$ cat src/rtl/mul4_seq.sv
// mul4_seq: sequential 4x4 unsigned shift-and-add multiplier.
//
// The product is built one multiplier bit per cycle over four CALC cycles.
// A one-cycle DONE state presents the registered product, and then the block
// returns to IDLE. Each CALC addition goes through a single 4-bit ripple
// adder (sum4).
//
// Ports (mul4_seq):
//   clk    in   1  rising-edge clock
//   rst_n  in   1  asynchronous active-low reset
//   start  in   1  request to multiply a by b, sampled in IDLE only
//   a      in   4  multiplicand, unsigned
//   b      in   4  multiplier, unsigned
//   busy   out  1  high while in CALC
//   done   out  1  one-cycle pulse; p is final while done=1
//   p      out  8  registered product, changes only on entry to DONE or reset
//
// Optional feature: define MUL4_EARLY_EXIT_EN to send a zero-operand request
// straight from IDLE to DONE with p=0. CALC is skipped, so busy never rises.
// When the macro is undefined, every request takes the full four CALC cycles.

// 4-bit ripple-carry adder.
module sum4 (
  input  logic [3:0] a,
  input  logic [3:0] b,
  input  logic       c_in,
  output logic [3:0] sum,
  output logic       c_out
);

  logic [4:0] carry;

  always_comb begin
    carry[0] = c_in;
    for (int i = 0; i < 4; i++) begin
      sum[i]       = a[i] ^ b[i] ^ carry[i];
      carry[i + 1] = (a[i] & b[i]) | (carry[i] & (a[i] ^ b[i]));
    end
    c_out = carry[4];
  end

endmodule

module mul4_seq (
  input  logic       clk,
  input  logic       rst_n,
  input  logic       start,
  input  logic [3:0] a,
  input  logic [3:0] b,
  output logic       busy,
  output logic       done,
  output logic [7:0] p
);

  typedef enum logic [1:0] {
    StIdle,
    StCalc,
    StDone
  } state_e;

  state_e     state_q, state_d;

  logic [3:0] m_q;      // multiplicand
  logic [3:0] q_q;      // multiplier, shifted right as product bits arrive
  logic [3:0] acc_q;    // accumulator A
  logic       c_q;      // adder carry C
  logic [2:0] count_q;  // remaining CALC steps
  logic [7:0] p_q;

  logic [3:0] add_sum;
  logic       add_cout;
  logic       c_step;
  logic [3:0] a_step;
  logic       calc_last;
  logic       early_exit;

  sum4 u_sum4 (
    .a     (acc_q),
    .b     (m_q),
    .c_in  (1'b0),
    .sum   (add_sum),
    .c_out (add_cout)
  );

`ifdef MUL4_EARLY_EXIT_EN
  assign early_exit = (a == 4'd0) || (b == 4'd0);
`else
  assign early_exit = 1'b0;
`endif

  // Add-or-pass step. The shift writes a 0 into C on every step, so C is
  // always 0 at this point. Passing {C,A} therefore gives the same value as
  // {0,A}.
  always_comb begin
    if (q_q[0]) begin
      {c_step, a_step} = {add_cout, add_sum};
    end else begin
      {c_step, a_step} = {c_q, acc_q};
    end
  end

  assign calc_last = (count_q == 3'd1);

  // State register
  always_ff @(posedge clk or negedge rst_n) begin
    if (!rst_n) begin
      state_q <= StIdle;
    end else begin
      state_q <= state_d;
    end
  end

  // Next-state logic
  always_comb begin
    state_d = state_q;
    unique case (state_q)
      StIdle: begin
        if (start) begin
          state_d = early_exit ? StDone : StCalc;
        end
      end
      StCalc: begin
        if (calc_last) begin
          state_d = StDone;
        end
      end
      StDone:  state_d = StIdle;
      default: state_d = StIdle;
    endcase
  end

  // Outputs
  always_comb begin
    busy = 1'b0;
    done = 1'b0;
    unique case (state_q)
      StCalc:  busy = 1'b1;
      StDone:  done = 1'b1;
      default: ;
    endcase
  end

  assign p = p_q;

  // Datapath: {C,A,Q} shifts right by one after each add-or-pass step.
  always_ff @(posedge clk or negedge rst_n) begin
    if (!rst_n) begin
      m_q     <= 4'd0;
      q_q     <= 4'd0;
      acc_q   <= 4'd0;
      c_q     <= 1'b0;
      count_q <= 3'd0;
      p_q     <= 8'h00;
    end else begin
      unique case (state_q)
        StIdle: begin
          if (start) begin
            m_q     <= a;
            q_q     <= b;
            acc_q   <= 4'd0;
            c_q     <= 1'b0;
            count_q <= 3'd4;
            if (early_exit) begin
              p_q <= 8'h00;
            end
          end
        end
        StCalc: begin
          c_q     <= 1'b0;
          acc_q   <= {c_step, a_step[3:1]};
          q_q     <= {a_step[0], q_q[3:1]};
          count_q <= count_q - 3'd1;
          if (calc_last) begin
            // Shifted {A,Q} after the final step
            p_q <= {c_step, a_step, q_q[3:1]};
          end
        end
        default: ;
      endcase
    end
  end

endmodule

$ cat config.mk
export PLATFORM = sky130hd
export DESIGN_NAME = mul4_seq
export DESIGN_NICKNAME = d
export VERILOG_FILES = /design/src/rtl/mul4_seq.sv
export SDC_FILE = /design/constraint.sdc
export NUM_CORES = 1
export LEC_CHECK = 0
export ABC_CLOCK_PERIOD_IN_PS = 3000
export CAP_MARGIN = 20
export CORE_AREA = 2 2 53 55
export DETAILED_ROUTE_END_ITERATION = 16
export DIE_AREA = 0 0 55 57
export PLACE_DENSITY = 0.77
export RECOVER_POWER = 25
export SLEW_MARGIN = 20
export SYNTH_ARGS = -nofsm -noshare
export SYNTH_HDL_FRONTEND = slang
export SYNTH_HIERARCHICAL = 1
export SYNTH_SLANG_ARGS = --single-unit
$ cat constraint.sdc
create_clock -name clk -period 3 [get_ports clk]
set_input_delay 0.6 -clock clk [delete_from_list [all_inputs] [get_ports clk]]
set_output_delay 0.6 -clock clk [all_outputs]
set_load 0.1 [all_outputs]
==> results.toml, run 1 <==
[floorplan]
die_y_um = 57
die_area_um2 = 3140
initial_core_util = 0.465
die_x_um = 55
num_rows = 19
core_area_um2 = 2620
top_level_ports = 21

[flow_run]
maxCapViolCount = 0

[layout]
area_growth_pct = 17.1
finalNonFillerCells = 158
drive_above_1_share = 0.189
antenna-diode-count = 0
num-fill-cells = 244
layout.nets = 145

[route]
first_pass_iters = 4
drc_errors = 0
viasPerCell = 5.08
wl_met1_um = 907
met2_length_um = 1080
wl_per_cell_um = 13.2
routed-via-count = 802
dr.max_layer_used = "met4"
drtIter0Drc = 7
routed_wl_um = 2090
antenna_left = 0
met3_length_um = 85

[clock_tree]
postCtsHoldBufs = 0
cts_post_setup_buffers_inserted = 0
cts_buffer_depth = 2
htreeDepth = 1
cts_sinks = 25
post_cts_resized = 0
cts_tree = "yes"
cts_made_buffers = 3
clk_pin_slew_ns = 0.14
cts_root_buf = "clkbuf_4"
clk_latency_ns = 0.31

[place]
placed_cells = 154
port_buffers = 20
dp_hpwl_um = 1570
gp_congestion = 0.760
pre_cts_slack_ns = 0.622

[setup_path]
max_stage_delay_ns = 0.45
worstSetupPathType = "reg -> reg"
crit_slowest_cell = "dfrtp_1"
startpoint_type = "flip-flop"
cp_cell_sequence = "fa_1 > inv_1 > fa_1 > inv_1 > fa_1 > inv_1 > fa_1 > inv_1 > mux2i_1 > o22ai_1"
worstPathRequired_ns = 3.24
crit_family = "adder cells"
cp_num_buf_inv = 4
worstPathMaxFanout = 3
arrival_ns = 2.62
end_kind = "flip-flop"

[synth]
ys_warn_count = 6
ys_types = 26
synth_fp_nets = 124
avgSynthCellArea_um2 = 11.4
ys_seq_elements = 25
synth_area_um2 = 1220
synth-seq-area-share = 0.514
synthesis.instances = 107

[grt]
grt-ovfl-total = 0
grt_usage = 0.154
antenna_found_initial = 0
grt_pass1_wl_um = 3500
grt_pass1_vias = 774
grt_max_degree = 26

[timing]
setup-tns-final_ns = 0
drv_slew = 0
worst_slew_pin_slew_ns = 1.31
finalSetupViolCount = 0
fin_ws_ns = 0.617
fmax_mhz = 420
relSlewSlack = 0.125
rsz0062_at_grt = "false"
period_share = 0.794
fin_worst_skew_ns = 0.00442
finalHoldViolCount = 0
finalCriticalPeriod_ns = 2.38

[status]
run_status = "completed"

[worst_hold_path]
min_path_type = "reg -> reg"
-- cell usage after synthesis --
| cell | instances | area, um^2 |
|---|---|---|
| a22oi_1 | 3 | 22.5 |
| buf_4 | 1 | 7.51 |
| nand3_1 | 1 | 5.00 |
| nor2b_4 | 2 | 27.5 |
| and4bb_4 | 1 | 16.3 |
| o21ai_0 | 5 | 25.0 |
| a221o_1 | 1 | 10.0 |
| a21o_1 | 1 | 7.51 |
| buf_2 | 2 | 10.0 |
| nand2_1 | 10 | 37.5 |
| o21bai_1 | 1 | 7.51 |
| inv_1 | 14 | 52.6 |
| nand2b_1 | 3 | 18.8 |
| xor2_1 | 1 | 8.76 |
| mux2_2 | 7 | 78.8 |
| buf_6 | 2 | 22.5 |
| a21oi_1 | 4 | 20.0 |
| ha_1 | 2 | 25.0 |
| mux2i_1 | 4 | 40.0 |
| dfrtp_1 | 25 | 626 |
| nand3b_1 | 1 | 7.51 |
| conb_1 | 1 | 3.75 |
| fa_1 | 4 | 80.1 |
| o22ai_1 | 5 | 31.3 |
| nor2b_1 | 1 | 6.26 |
| nor2_1 | 5 | 18.8 |
-- path summary, 6_finish.rpt --
path	slack, ns	depth (start not counted)	from	endpoint
worst min register to register	0.53	1	p[2]	p[2]
max in group asynchronous	1.15	2	rst_n	m_q[2]
worst min-delay path	0.53	1	p[2]	p[2]
worst max-delay path	0.62	10	acc_q[0]	acc_q[2]
worst max register to register	0.62	10	acc_q[0]	acc_q[2]
min in group asynchronous	1.09	2	rst_n	count_q[2]
-- cell type report --
class | instances | area [um^2] | share of cell area
clock buffer | 3 | 22.5 | 0.0158
timing repair buffer | 21 | 179 | 0.126
sequential | 25 | 626 | 0.439
clock inverter | 1 | 7.51 | 0.00527
multi-input combinational | 63 | 498 | 0.350
inverter | 14 | 52.6 | 0.0369
tap | 31 | 38.8 | 0.0272
-- sequential cells by signal, summed over array words and instances (netlist names) --
name and cells:
p 8, acc_q 4, m_q 4, q_q 4
count_q 3, state_q 2
-- kinds of logic after synthesis --
group,count (synthesis),synth area share
flip-flops,25,0.514
AND/OR/NAND/NOR,24,0.113
AO/OA/AOI/OAI,20,0.102
buffers and inverters,19,0.0761
multiplexers,11,0.0977
adder cells (fa/ha/maj),6,0.0864
other,1,0.00308
XOR/XNOR,1,0.00720
-- worst reg2reg max path: stages, from the launching register on --
cell	delay [ns]
dfrtp_1	0.45
fa_1	0.43
inv_1	0.07
fa_1	0.15
inv_1	0.05
fa_1	0.35
inv_1	0.08
fa_1	0.41
inv_1	0.06
mux2i_1	0.09
o22ai_1	0.16
-- cell usage in the layout (no fill, tap or decap), types with 2 or more instances in the layout --
| cell | netlist | routed |
|---|---|---|
| inv_1 | 14 | 14 |
| nor2b_4 | 2 | 2 |
| a22oi_1 | 3 | 3 |
| ha_1 | 2 | 2 |
| dfrtp_1 | 25 | 25 |
| o22ai_1 | 5 | 5 |
| mux2_2 | 7 | 7 |
| buf_4 | 1 | 10 |
| nand2b_1 | 3 | 3 |
| a21oi_1 | 4 | 4 |
| mux2i_1 | 4 | 4 |
| fa_1 | 4 | 4 |
| clkbuf_4 | 0 | 3 |
| nand2_1 | 10 | 10 |
| clkdlybuf4s50_1 | 0 | 9 |
| nor2_1 | 5 | 5 |
| o21ai_0 | 5 | 5 |
-- stage by stage --
step                       util  hold slack, ns  instance area (um^2)
after floorplan               -           0.304                  1220
after global placement    0.534           0.494                  1400
after detailed placement  0.534           0.501                  1400
after CTS                 0.546           0.532                  1430
after global routing      0.544           0.545                  1420
final                     0.544           0.530                  1420
-- per-layer routing --
metal / track usage / vias to the layer above
met1: 0.199 / 392
met4: 0.0418 / 0
met5: 0 / -
li1: - / 392
met3: 0.0314 / 2
met2: 0.260 / 16
Power of run 1 is not shown: default switching activity piles up to over one toggle a cycle in this logic, so the estimate is an artifact.
==> run 2, diff against run 1 <==
--- a/config.mk
+++ b/config.mk
@@ -5,12 +5,12 @@
 export SDC_FILE = /design/constraint.sdc
 export NUM_CORES = 1
 export LEC_CHECK = 0
-export ABC_CLOCK_PERIOD_IN_PS = 3000
+export ABC_CLOCK_PERIOD_IN_PS = 1900
 export CAP_MARGIN = 20
-export CORE_AREA = 2 2 53 55
+export CORE_AREA = 2 2 55 57
 export DETAILED_ROUTE_END_ITERATION = 16
-export DIE_AREA = 0 0 55 57
-export PLACE_DENSITY = 0.77
+export DIE_AREA = 0 0 57 59
+export PLACE_DENSITY = 0.75
 export RECOVER_POWER = 25
 export SLEW_MARGIN = 20
 export SYNTH_ARGS = -nofsm -noshare
==> constraint.sdc (replaced) <==
create_clock -name clk -period 1.9 [get_ports clk]
set_input_delay 0.38 -clock clk [delete_from_list [all_inputs] [get_ports clk]]
set_output_delay 0.38 -clock clk [all_outputs]
set_load 0.1 [all_outputs]
==> results.toml, run 2 (synthesis gave the netlist of run 1 again) <==
[grt]
grt_max_degree = 26
grt_usage = 0.146
antenna_found_initial = 0
grt_pass1_vias = 797
grt_pass1_wl_um = 3660
grt-ovfl-total = 0

[floorplan]
core_area_um2 = 2710
initial_core_util = 0.449
top_level_ports = 21
die_area_um2 = 3360
num_rows = 19
die_y_um = 59
die_x_um = 57

[setup_path]
worstPathRequired_ns = 2.15
crit_start = "m_q[0]"
reg2reg_to = "acc_q[2]"
reg2reg_depth = 10
cp.depth = 10
crit_slowest_cell = "dfrtp_1"
arrival_ns = 2.51
cp_cell_sequence = "fa_2 > inv_2 > fa_2 > inv_2 > fa_2 > inv_2 > fa_1 > inv_1 > mux2i_2 > o22ai_1"
worstPathMaxFanout = 2
end_kind = "flip-flop"
endpoint = "acc_q[2]"
worstSetupPathType = "reg -> reg"
reg2reg_setup_slack_ns = -0.36
crit_family = "adder cells"
startpoint_type = "flip-flop"
rr_startpoint = "m_q[0]"
max_stage_delay_ns = 0.42
cp_num_buf_inv = 4

[route]
routed-via-count = 792
routed_wl_um = 2130
first_pass_iters = 4
viasPerCell = 4.92
antenna_left = 0
drc_errors = 0
drtIter0Drc = 25
wl_per_cell_um = 13.2

[place]
gp_congestion = 0.743
placed_cells = 156
dp_hpwl_um = 1600
port_buffers = 20

[worst_hold_path]
hold-path-cell-count = 1
hold_start = "p[0]"
min_path_type = "reg -> reg"

[clock_tree]
cts_root_buf = "clkbuf_4"
cts_made_buffers = 3
clk_pin_slew_ns = 0.13
cts_buffer_depth = 2
clk_latency_ns = 0.32
htreeDepth = 1
postCtsHoldBufs = 0
cts_tree = "yes"
cts_sinks = 25

[timing]
fmax_mhz = 442
drv_slew = 0
finalCriticalPeriod_ns = 2.26
worst_slew_pin_slew_ns = 0.602
finalSetupViolCount = 5
fin_worst_skew_ns = 0.00334
period_share = 1.19
rsz0062_at_grt = "true"
finalHoldViolCount = 0
relSlewSlack = 0.599
fin_ws_ns = -0.361

[flow_run]
maxCapViolCount = 0

[layout]
final_common_cell = "dfrtp_1"
layout.nets = 148
drive_above_1_share = 0.269
most-common-layout-cells = "dfrtp_1, inv_1, nand2_1, clkdlybuf4s50_1"
area_growth_pct = 26.0
antenna-diode-count = 0
largest_reg_flops = 8
finalNonFillerCells = 161

[status]
violations = "setup timing"
run_status = "complete, but fails checks"
==> run 2: how the worst min path moves through the flow <==
stage	endpoint	slack (ns)
after detailed placement	m_q[1]	0.50
after global routing	m_q[3]	0.54
after global placement	q_q[2]	0.49
after CTS	acc_q[0]	0.40
after floorplan	acc_q[0]	0.08
final	p[0]	0.52
==> run 2: metal layers <==
layer	up-vias	GRT usage	part of all wire
met2	13	0.235	0.50
li1	399	-	-
met4	0	0.0797	0.023
met3	4	0.0197	0.023
met1	376	0.194	0.45
met5	-	0	0
==> run 2: stage by stage <==
| step | area [um^2] | setup TNS [ns] | utilization | worst slack [ns] | hold WS [ns] |
|---|---|---|---|---|---|
| floorplan | 1230 | -0.418 | - | -0.221 | 0.0844 |
| global placement | 1500 | -0.548 | 0.553 | -0.264 | 0.485 |
| detailed placement | 1500 | -0.831 | 0.553 | -0.345 | 0.499 |
| CTS | 1530 | -0.842 | 0.565 | -0.348 | 0.404 |
| global route | 1530 | -1.33 | 0.566 | -0.451 | 0.538 |
| finish | 1530 | -0.861 | 0.566 | -0.361 | 0.525 |
==> run 2: area by class of cell <==
class | instances | area [um^2]
Clock buffer | 4 | 26.3
Inverter | 14 | 52.6
Timing Repair Buffer | 24 | 278
Tap cell | 31 | 38.8
Sequential cell | 25 | 626
Fill cell | 231 | 1180
Multi-Input combinational cell | 63 | 512
==> run 2: what timing repair did <==
item | in CTS | in global routing
endpoints found under the setup margin | 6 | 6
gates resized for setup | 2 | 1
buffers inserted | 1 | 0
pin swaps | 2 | 3
hold endpoints to repair | 0 | 0
cloned | 0 | 0
Power of run 2 is left out for the same reason.
==> run 3, diff against run 2 <==
--- a/config.mk
+++ b/config.mk
@@ -5,12 +5,13 @@
 export SDC_FILE = /design/constraint.sdc
 export NUM_CORES = 1
 export LEC_CHECK = 0
+export ABC_AREA = 1
 export ABC_CLOCK_PERIOD_IN_PS = 1900
 export CAP_MARGIN = 20
-export CORE_AREA = 2 2 55 57
+export CORE_AREA = 2 2 56 58
 export DETAILED_ROUTE_END_ITERATION = 16
-export DIE_AREA = 0 0 57 59
-export PLACE_DENSITY = 0.75
+export DIE_AREA = 0 0 58 60
+export PLACE_DENSITY = 0.76
 export RECOVER_POWER = 25
 export SLEW_MARGIN = 20
 export SYNTH_ARGS = -nofsm -noshare
==> constraint.sdc (replaced) <==
create_clock -name clk -period 1.9 [get_ports clk]
set_input_delay 0.19 -clock clk [delete_from_list [all_inputs] [get_ports clk]]
set_output_delay 0.19 -clock clk [all_outputs]
set_load 0.1 [all_outputs]
==> results.toml, run 3 <==
[synth]
synthTopCellsByCount = "nand2_1, dfrtp_1, inv_1"
yosysMostFrequentCell = "nand2_1"
async_reset_ff_frac = 1.00
ys_warn_count = 6
synth_area_um2 = 1290
avgSynthCellArea_um2 = 8.46
ys_types = 16
synthTopCellsByArea = "dfrtp_1, nand2_1, fa_1"
synth_enable_flop_cells = 0
synth_fp_nets = 169
ys.flop_type = "dfrtp_1"
synth_top_cell_area_share = 0.486
synth_area_leader_cell = "dfrtp_1"
synth-seq-area-share = 0.486
ys_seq_elements = 25
synthesis.instances = 152

[clock_tree]
cts_tree = "yes"
postCtsHoldBufs = 0
clk_pin_slew_ns = 0.13
cts_made_buffers = 3
cts_sinks = 25
cts_buffer_depth = 2
htreeDepth = 1
cts_root_buf = "clkbuf_4"
clk_latency_ns = 0.33

[grt]
grt_pass1_vias = 1029
grt_usage = 0.165
antenna_found_initial = 0
grt_pass1_wl_um = 4240
grt_max_degree = 26
grt-ovfl-total = 0

[timing]
drv_slew = 0
fin_ws_ns = -0.293
finalCriticalPeriod_ns = 2.19
rsz0062_at_grt = "true"
fmax_mhz = 456
relSlewSlack = 0.124
worst_slew_pin_slew_ns = 1.31
setup-tns-final_ns = -0.723
fin_hold_ws_ns = 0.407
finalHoldViolCount = 0
period_share = 1.15
finalSetupViolCount = 4
fin_worst_skew_ns = 0.00330

[worst_hold_path]
min_path_type = "in -> reg"

[floorplan]
num_rows = 20
core_area_um2 = 2900
die_y_um = 60
initial_core_util = 0.443
die_x_um = 58
top_level_ports = 21
die_area_um2 = 3480

[place]
port_buffers = 20
pre_cts_slack_ns = -0.303
gp_congestion = 0.799
placed_cells = 208
dp_hpwl_um = 1880
place_area_um2 = 1550

[route]
drtIter0Drc = 29
drc_errors = 0
antenna_left = 0
routed-via-count = 1042
routed_wl_um = 2400
viasPerCell = 4.89
first_pass_iters = 4
wl_per_cell_um = 11.2

[status]
run_status = "complete, but fails checks"
violations = "setup timing"

[layout]
largest_reg_flops = 8
design_area_um2 = 1590
most-common-layout-cells = "nand2_1, dfrtp_1, buf_4, nand3_1, inv_1"
antenna-diode-count = 0
drive_above_1_share = 0.206
area_growth_pct = 23.3
finalNonFillerCells = 213
layout.nets = 198
num-fill-cells = 268
utilization = 0.547
final_common_cell = "nand2_1"

[flow_run]
maxCapViolCount = 0

[power]
p_per_area_nw_per_um2 = 1830
power.leakage_nw = 0.863
vdd_drop_max_mv = 1.47
totalPowerFinal_mw = 2.91
power_switching_mw = 1.58
internal-power_mw = 1.33
p_sw_frac = 0.543
p_seq_frac = 0.325
power.share.combinational = 0.593
pwr-share-clk = 0.082

[setup_path]
end_kind = "flip-flop"
max_stage_delay_ns = 0.42
worstPathMaxFanout = 2
crit_family = "adder cells"
arrival_ns = 2.47
crit_slowest_cell = "dfrtp_1"
cp_num_buf_inv = 4
worstPathRequired_ns = 2.18
cp_cell_sequence = "fa_2 > inv_2 > fa_2 > inv_2 > fa_2 > inv_2 > fa_1 > inv_1 > nand2_1 > nand2_2 > nand2_1 > nand2_1"
worstSetupPathType = "reg -> reg"
startpoint_type = "flip-flop"
run 3: changes by cell type in the layout (fill, tap and decap cells not counted), sizes merged, moves of 3 or more:
cell,change
nand2,+69
nand3,+11
mux2,-7
inv,+5
o22ai,-5
a21oi,-4
mux2i,-4
a22oi,-3
nand2b,-3
nor2b,-3
run 3: cell type report:
cell class | instances | area [um^2] | share of cell area
Multi-Input combinational cell | 106 | 574 | 0.362
Clock inverter | 1 | 5.00 | 0.00315
Clock buffer | 3 | 22.5 | 0.0142
Sequential cell | 25 | 626 | 0.394
Tap cell | 33 | 41.3 | 0.0260
Inverter | 19 | 76.3 | 0.0481
Timing Repair Buffer | 26 | 241 | 0.152
run 3: power groups by stage:
stage	clock, mW	sequential, mW	combinational (mW)
after floorplan	0	1.37	0.909
after global placement	0	0.942	1.67
after detailed placement	0	0.955	1.73
after CTS	0.243	0.945	1.75
after global routing	0.272	0.977	1.92
final	0.238	0.945	1.73
run 3: cells by family after synthesis:
logic type                 Yosys count  share of synthesized area
AOI/OAI and AO/OA                    5                     0.0224
adders and majority gates            6                     0.0817
buffers and inverters               21                     0.0768
DFF                                 25                      0.486
other                                1                    0.00292
and+or+nand+nor                     94                      0.330
run 3: final timing paths:
check                            start        to  slack (ns)  cells past startpoint
worst max-delay path            m_q[0]  acc_q[2]       -0.29                     12
worst min-delay path              a[1]    m_q[1]        0.41                      3
worst max register to register  m_q[0]  acc_q[2]       -0.29                     12
worst min register to register    p[0]      p[0]        0.48                      2
max in group asynchronous        rst_n    m_q[3]        0.48                      2
min in group asynchronous        rst_n      p[0]        0.65                      2
run 3: worst min-delay path: cells and delay by family:
family	cells	cell delay (ns)
and+or+nand+nor	2	0.13
buffers and inverters	1	0.40
run 3: what timing repair did:
action                     in CTS  in global routing
setup endpoints to repair       4                  6
buffers inserted                1                  0
resized for setup               1                  1
pin swaps                       0                  3
run 3: metal layers:
layer | track usage | part of all wire
met1 | 0.195 | 0.44
met2 | 0.269 | 0.48
met3 | 0.0519 | 0.049
met4 | 0.0897 | 0.028
met5 | 0 | 0
No activity file was read; power rests on OpenSTA's default activity.
